**src/rtl/drive_pulse_sequencer.sv**
```systemverilog
// Drive-channel pulse sequencer: turns gate commands into a stream of
// envelope-memory reads, tracks the modulator pipeline until its last output
// sample, and owns the shared sin/cos LUT write port while no pulse is active.
module drive_pulse_sequencer #(
  parameter int ENVE_ADDR_WIDTH    = 10,
  parameter int LEN_WIDTH          = 10,
  parameter int SIN_LUT_ADDR_WIDTH = 10,
  parameter int SIN_LUT_DATA_WIDTH = 8,
  parameter int MOD_LATENCY        = 3
) (
  input  logic                          clk,
  input  logic                          rst,
  input  logic                          cmd_valid,
  output logic                          cmd_ready,
  input  logic [ENVE_ADDR_WIDTH-1:0]    cmd_base_addr,
  input  logic [LEN_WIDTH-1:0]          cmd_length,
  input  logic                          abort,
  input  logic                          lut_load_valid,
  output logic                          lut_load_ready,
  input  logic                          lut_load_sel,
  input  logic [SIN_LUT_ADDR_WIDTH-1:0] lut_load_addr,
  input  logic [SIN_LUT_DATA_WIDTH-1:0] lut_load_data,
  output logic                          enve_rd_en,
  output logic [ENVE_ADDR_WIDTH-1:0]    enve_rd_addr,
  output logic                          mod_valid_in,
  output logic                          sin_lut_wr_en,
  output logic                          cos_lut_wr_en,
  output logic [SIN_LUT_ADDR_WIDTH-1:0] sinusoidal_lut_wr_addr,
  output logic [SIN_LUT_DATA_WIDTH-1:0] sinusoidal_lut_wr_data,
  output logic                          busy,
  output logic                          pulse_done
);

  // Drain counter must reach MOD_LATENCY; one spare bit keeps the compare simple.
  localparam int DCNT_WIDTH = $clog2(MOD_LATENCY + 1) + 1;
  localparam logic [DCNT_WIDTH-1:0] DCNT_DONE = DCNT_WIDTH'(MOD_LATENCY - 1);
  localparam logic [DCNT_WIDTH-1:0] DCNT_LAST = DCNT_WIDTH'(MOD_LATENCY);
  localparam logic [DCNT_WIDTH-1:0] DCNT_ONE  = DCNT_WIDTH'(1);
  localparam logic [LEN_WIDTH-1:0]  IDX_ONE   = LEN_WIDTH'(1);

  typedef enum logic [1:0] {
    IDLE  = 2'd0,
    PLAY  = 2'd1,
    DRAIN = 2'd2
  } state_t;

  state_t                          state_q, state_d;
  logic [LEN_WIDTH-1:0]            idx_q, idx_d;
  logic [LEN_WIDTH-1:0]            len_q, len_d;
  logic [ENVE_ADDR_WIDTH-1:0]      base_q, base_d;
  logic [DCNT_WIDTH-1:0]           dcnt_q, dcnt_d;
  logic                            rd_en_q, rd_en_d;
  logic [ENVE_ADDR_WIDTH-1:0]      rd_addr_q, rd_addr_d;
  logic                            mod_valid_q, mod_valid_d;
  logic                            sin_wr_q, sin_wr_d;
  logic                            cos_wr_q, cos_wr_d;
  logic [SIN_LUT_ADDR_WIDTH-1:0]   lut_addr_q, lut_addr_d;
  logic [SIN_LUT_DATA_WIDTH-1:0]   lut_data_q, lut_data_d;
  logic                            busy_q, busy_d;
  logic                            done_q, done_d;

  logic cmd_accept;
  logic lut_accept;

  // Handshakes are combinational; a LUT write wins over a simultaneous command.
  assign lut_load_ready = ~rst & (state_q == IDLE);
  assign cmd_ready      = ~rst & (state_q == IDLE) & ~lut_load_valid;
  assign cmd_accept     = cmd_valid & cmd_ready;
  assign lut_accept     = lut_load_valid & lut_load_ready;

  // Outputs are forced low in any reset cycle, even before the reset edge lands.
  assign enve_rd_en             = rd_en_q & ~rst;
  assign enve_rd_addr           = rd_addr_q & {ENVE_ADDR_WIDTH{~rst}};
  assign mod_valid_in           = mod_valid_q & ~rst;
  assign sin_lut_wr_en          = sin_wr_q & ~rst;
  assign cos_lut_wr_en          = cos_wr_q & ~rst;
  assign sinusoidal_lut_wr_addr = lut_addr_q & {SIN_LUT_ADDR_WIDTH{~rst}};
  assign sinusoidal_lut_wr_data = lut_data_q & {SIN_LUT_DATA_WIDTH{~rst}};
  assign busy                   = busy_q & ~rst;
  assign pulse_done             = done_q & ~rst;

  // Next-state and next-output logic for the IDLE/PLAY/DRAIN sequencer.
  always_comb begin
    state_d     = state_q;
    idx_d       = idx_q;
    len_d       = len_q;
    base_d      = base_q;
    dcnt_d      = dcnt_q;
    rd_en_d     = 1'b0;
    rd_addr_d   = rd_addr_q;
    mod_valid_d = rd_en_q;
    sin_wr_d    = 1'b0;
    cos_wr_d    = 1'b0;
    lut_addr_d  = lut_addr_q;
    lut_data_d  = lut_data_q;
    busy_d      = busy_q;
    done_d      = 1'b0;
    case (state_q)
      IDLE: begin
        busy_d = 1'b0;
        if (lut_accept) begin
          sin_wr_d   = ~lut_load_sel;
          cos_wr_d   = lut_load_sel;
          lut_addr_d = lut_load_addr;
          lut_data_d = lut_load_data;
        end else if (cmd_accept) begin
          if (cmd_length == {LEN_WIDTH{1'b0}}) begin
            // Empty gate: report completion without touching the datapath.
            done_d = 1'b1;
          end else begin
            state_d   = PLAY;
            busy_d    = 1'b1;
            len_d     = cmd_length;
            base_d    = cmd_base_addr;
            idx_d     = IDX_ONE;
            rd_en_d   = 1'b1;
            rd_addr_d = cmd_base_addr;
          end
        end else begin
          state_d = IDLE;
        end
      end
      PLAY: begin
        // idx_q is the index of the next read; the read in an abort cycle already issued.
        if ((idx_q == len_q) || abort) begin
          state_d = DRAIN;
          dcnt_d  = {DCNT_WIDTH{1'b0}};
        end else begin
          rd_en_d   = 1'b1;
          rd_addr_d = base_q + ENVE_ADDR_WIDTH'(idx_q);
          idx_d     = idx_q + IDX_ONE;
        end
      end
      DRAIN: begin
        // Wait out the modulator pipeline; done is registered so it lands on the last DRAIN cycle.
        done_d = (dcnt_q == DCNT_DONE);
        if (dcnt_q == DCNT_LAST) begin
          state_d = IDLE;
          busy_d  = 1'b0;
          idx_d   = {LEN_WIDTH{1'b0}};
        end else begin
          dcnt_d = dcnt_q + DCNT_ONE;
        end
      end
      default: begin
        state_d = IDLE;
        busy_d  = 1'b0;
      end
    endcase
  end

  // State and output registers with synchronous reset.
  always_ff @(posedge clk) begin
    if (rst) begin
      state_q     <= IDLE;
      idx_q       <= {LEN_WIDTH{1'b0}};
      len_q       <= {LEN_WIDTH{1'b0}};
      base_q      <= {ENVE_ADDR_WIDTH{1'b0}};
      dcnt_q      <= {DCNT_WIDTH{1'b0}};
      rd_en_q     <= 1'b0;
      rd_addr_q   <= {ENVE_ADDR_WIDTH{1'b0}};
      mod_valid_q <= 1'b0;
      sin_wr_q    <= 1'b0;
      cos_wr_q    <= 1'b0;
      lut_addr_q  <= {SIN_LUT_ADDR_WIDTH{1'b0}};
      lut_data_q  <= {SIN_LUT_DATA_WIDTH{1'b0}};
      busy_q      <= 1'b0;
      done_q      <= 1'b0;
    end else begin
      state_q     <= state_d;
      idx_q       <= idx_d;
      len_q       <= len_d;
      base_q      <= base_d;
      dcnt_q      <= dcnt_d;
      rd_en_q     <= rd_en_d;
      rd_addr_q   <= rd_addr_d;
      mod_valid_q <= mod_valid_d;
      sin_wr_q    <= sin_wr_d;
      cos_wr_q    <= cos_wr_d;
      lut_addr_q  <= lut_addr_d;
      lut_data_q  <= lut_data_d;
      busy_q      <= busy_d;
      done_q      <= done_d;
    end
  end

endmodule

```
**config.mk**
```make
export PLATFORM = sky130hd
export DESIGN_NAME = drive_pulse_sequencer
export DESIGN_NICKNAME = d
export VERILOG_FILES = /design/src/rtl/drive_pulse_sequencer.sv
export SDC_FILE = /design/constraint.sdc
export NUM_CORES = 1
export LEC_CHECK = 0
export ABC_AREA = 1
export CAP_MARGIN = 25
export CORE_MARGIN = 3
export CORE_UTILIZATION = 53
export DETAILED_ROUTE_END_ITERATION = 16
export GPL_TIMING_DRIVEN = 0
export PLACE_DENSITY = 0.81
export SLEW_MARGIN = 0
export SYNTH_ARGS = -nofsm -noshare
export SYNTH_HDL_FRONTEND = slang
export SYNTH_SLANG_ARGS = --single-unit
```
**constraint.sdc**
```tcl
create_clock -name clk -period 5.2 [get_ports clk]
set_clock_uncertainty 0.15 [all_clocks]
set_input_delay 1.3 -clock clk [delete_from_list [all_inputs] [get_ports clk]]
set_output_delay 1.3 -clock clk [all_outputs]
set_load 0.05 [all_outputs]
```
==> out/metrics.cfg <==
[worst_setup_path]
max_stage_delay_ns = 0.73
cp_cell_sequence = clkdlybuf4s50_1 > clkbuf_1 > clkbuf_1 > nor2_1 > clkdlybuf4s50_1
start_kind = input pin
worstReg2RegEnd = base_q[4]$_SDFFE_PP0P_
crit_fanout = 10
timing.rr.start = state_q[1]$_SDFFE_PP0P_
endpoint_kind = primary output
crit_family = buffers and inverters
critPathBufInv = 4
critical_path_arrival_ns = 3.60
r2r_cells = 9
worstSetupPathType = in -> out
r2r_slack_ns = 2.99
required_ns = 3.75
crit_path_start = rst
crit_slowest_cell = clkdlybuf4s50_1

[sta]
whs_ns = 0.274
hold_viol_final = 0
fmax_mhz = 198
finalMaxSlewViolations = 0
timing.final.ws_setup_ns = 0.148
period_minus_slack_ns = 5.05
setup_violations = 0
tns_ns = 0
finalCritPeriodShare_pct = 97.2
rsz0062_at_grt = no
max_slew_margin_pct = 62.0
worstMarginPinSlew_ns = 0.570

[clock_network]
post_cts_buffers = 0
clkLatencyLatePin_ns = 0.35
clockBufferDepth = 2
tritoncts = done
numCtsBuffers = 9
clock-sinks = 69
hold_buffers = 0
htreeDepth = 3
path_clk_slew_ns = 0.08
cts-root-buf = clkbuf_8
cts.repair.resized = 0

[synthesis]
yosysTopAreaCellShare_pct = 36.0
ys_warn_count = 0
synthArstFlopShare_pct = 0
synth_area_mm2 = 0.00384
ys_ff_latch = 69
synth_cells = 595
synth_top_area_cell = dfxtp_1
syn_nets = 657
syn_area_per_cell_um2 = 6.45
yosysUniqueCellTypes = 32
synth-edff-count = 0
netlist_top_cells_area = dfxtp_1 (36%), nor2_1 (12%), nand2_1 (11%), inv_1 (7.5%), o21ai_0 (6.7%)
seq_area_frac_synth_pct = 36.0
synthFlopType = dfxtp_1

[outcome]
outcome = finished clean

[floorplan]
fp-row-count = 30
die-area_mm2 = 0.00829
initial_utilization_pct = 55.5
core_area_mm2 = 0.00691
die_h_um = 91.1
ios = 80
die_w_um = 91.1

[drt]
vias_per_cell = 5.10
post_drt_wl_per_cell_um = 13.2
drc = 0
postRouteAntennaNets = 0
vias = 4012
dr.pass1.iters = 5
drt-total-wl_um = 10400
drt_iter0_drc = 196

[global_route]
grt_pass1_wl_um = 17600
grt_pass1_vias = 3803
grt-ovfl-total = 0
grt_max_degree = 14
grt_use_total_pct = 26.0
antenna_found_initial = 0

[cells_and_area]
syn_to_final_growth_pct = 28.3
finalNetCount = 747
diodes = 0
final_area_mm2 = 0.00492
drive_gt1_share_pct = 4.78
fill_cells = 621

[power_and_ir_drop]
powerDensity_mw_per_mm2 = 268
leakagePower_nw = 2.16
total_power_mw = 1.32
ir_worst_vdd_mv = 0.177

[place]
dp_hpwl_um = 8010
placed_cell_area_mm2 = 0.00475
place_congestion = 0.957
pre_cts_ws_ns = 0.181
port_buffers = 79

[run]
max-cap-violations = 0

[min_path]
holdCritPathClass = reg -> reg
hold_start = mod_valid_d$_SDFF_PP0_
min_path_cells = 2
holdPathEnd = mod_valid_q$_SDFF_PP0_

[per-layer routing]
| metal | share of wire, % | vias to the layer above | wire length (um) | GRT usage, % |
|---|---|---|---|---|
| met3 | 3.7 | 22 | 388 | 3.81 |
| met1 | 45 | 1822 | 4680 | 33.4 |
| met5 | 0 | - | 0 | 0 |
| met4 | 2.4 | 0 | 251 | 11.3 |
| met2 | 49 | 99 | 5070 | 43.3 |
| li1 | - | 2069 | - | - |
[through the flow]
stage / instances / utilization, %
CTS: 786 / 71.3
finish: 786 / 71.3
detailed placement: 770 / 68.7
global placement: 770 / 68.7
floorplan: 595 / -
global route: 786 / 71.3
[worst max-delay path by stage]
stage	to	slack (ns)	cells after the start
3_3_place_gp	enve_rd_en	0.18	5
5_1_grt	sinusoidal_lut_wr_addr[5]	0.05	5
6_report	sinusoidal_lut_wr_data[3]	0.15	5
2_1_floorplan	busy	1.38	3
3_5_place_dp	mod_valid_in	0.18	5
4_1_cts	sinusoidal_lut_wr_data[3]	0.15	5
[cells by family (layout without fill, tap and decap cells)]
logic type	count (synthesis)	after routing	share of synthesized area (%)
AOI/OAI and AO/OA	100	100	13.2
xor gates and xnor gates	5	5	1.14
adders and majority gates	18	18	6.07
buffers and inverters	103	198	10.6
DFF	69	69	36.0
and+or+nand+nor	300	300	33.0
[tightest hold or removal path, delay by kind of cell (launching register included)]
| kind | cells | cell delay, ns |
|---|---|---|
| DFF | 1 | 0.30 |
| and+or+nand+nor | 1 | 0.04 |
| buffers and inverters | 1 | 0.06 |
[layout make-up]
| cell class | count | area [um^2] | area share, % |
|---|---|---|---|
| Multi-Input combinational cell | 423 | 2050 | 41.6 |
| Sequential cell | 69 | 1380 | 28.1 |
| Timing Repair Buffer | 79 | 791 | 16.1 |
| Inverter | 80 | 300 | 6.10 |
| Clock buffer | 9 | 124 | 2.52 |
| Tap cell | 96 | 120 | 2.44 |
| Buffer | 23 | 105 | 2.14 |
| Clock inverter | 7 | 51.3 | 1.04 |
[synthesized netlist by cell type (3+ instances only)]
| cell | count |
|---|---|
| nand2_1 | 114 |
| dfxtp_1 | 69 |
| nand2_2 | 3 |
| buf_2 | 3 |
| clkinv_1 | 3 |
| xnor2_1 | 4 |
| o21ai_0 | 51 |
| a21oi_1 | 45 |
| clkbuf_1 | 16 |
| nand4_1 | 6 |
| nor3_1 | 5 |
| nor2_4 | 3 |
| ha_1 | 17 |
| nand3_1 | 38 |
| nor2_1 | 120 |
| inv_1 | 77 |
[where the power goes]
group	total, mW	internal [mW]	switching (mW)	leakage, nW
combinational	0.333	0.123	0.209	1.51
sequential	0.592	0.569	0.0221	0.564
clock	0.396	0.174	0.222	0.0856
total	1.32	0.867	0.453	2.16
[flip-flops by register name, summed over array words and instances, names as in the netlist]
| register | flops |
|---|---|
| base_q | 10 |
| busy_q | 1 |
| cos_wr_q | 1 |
| dcnt_q | 3 |
| done_q | 1 |
| idx_q | 10 |
| len_q | 10 |
| lut_addr_q | 10 |
| lut_data_q | 8 |
| mod_valid_d | 1 |
| mod_valid_q | 1 |
| rd_addr_q | 10 |
| sin_wr_q | 1 |
| state_q | 2 |
[cells in the final DEF (no fill, tap or decap), types with 2 or more instances in the layout]
cell type        synthesis  final
ha_1                    17     17
clkinvlp_4               0      2
clkbuf_1                16     16
o21bai_1                 2      2
inv_1                   77     77
nand4_1                  6      6
clkinv_4                 0      2
nor4_1                   2      2
buf_2                    3      3
nor2_1                 120    120
o21ai_0                 51     51
clkbuf_8                 0      9
nand2_1                114    114
xnor2_1                  4      4
clkdlybuf4s50_1          0     79
buf_4                    2      2
a21oi_1                 45     45
nand3_1                 38     38
or2_2                    2      2
nor3_1                   5      5
or2_1                    2      2
nor2_4                   3      3
dfxtp_1                 69     69
clkinv_2                 0      2
clkinv_1                 3      3
nand2_2                  3      3
Power figures use the tool's default switching activity.
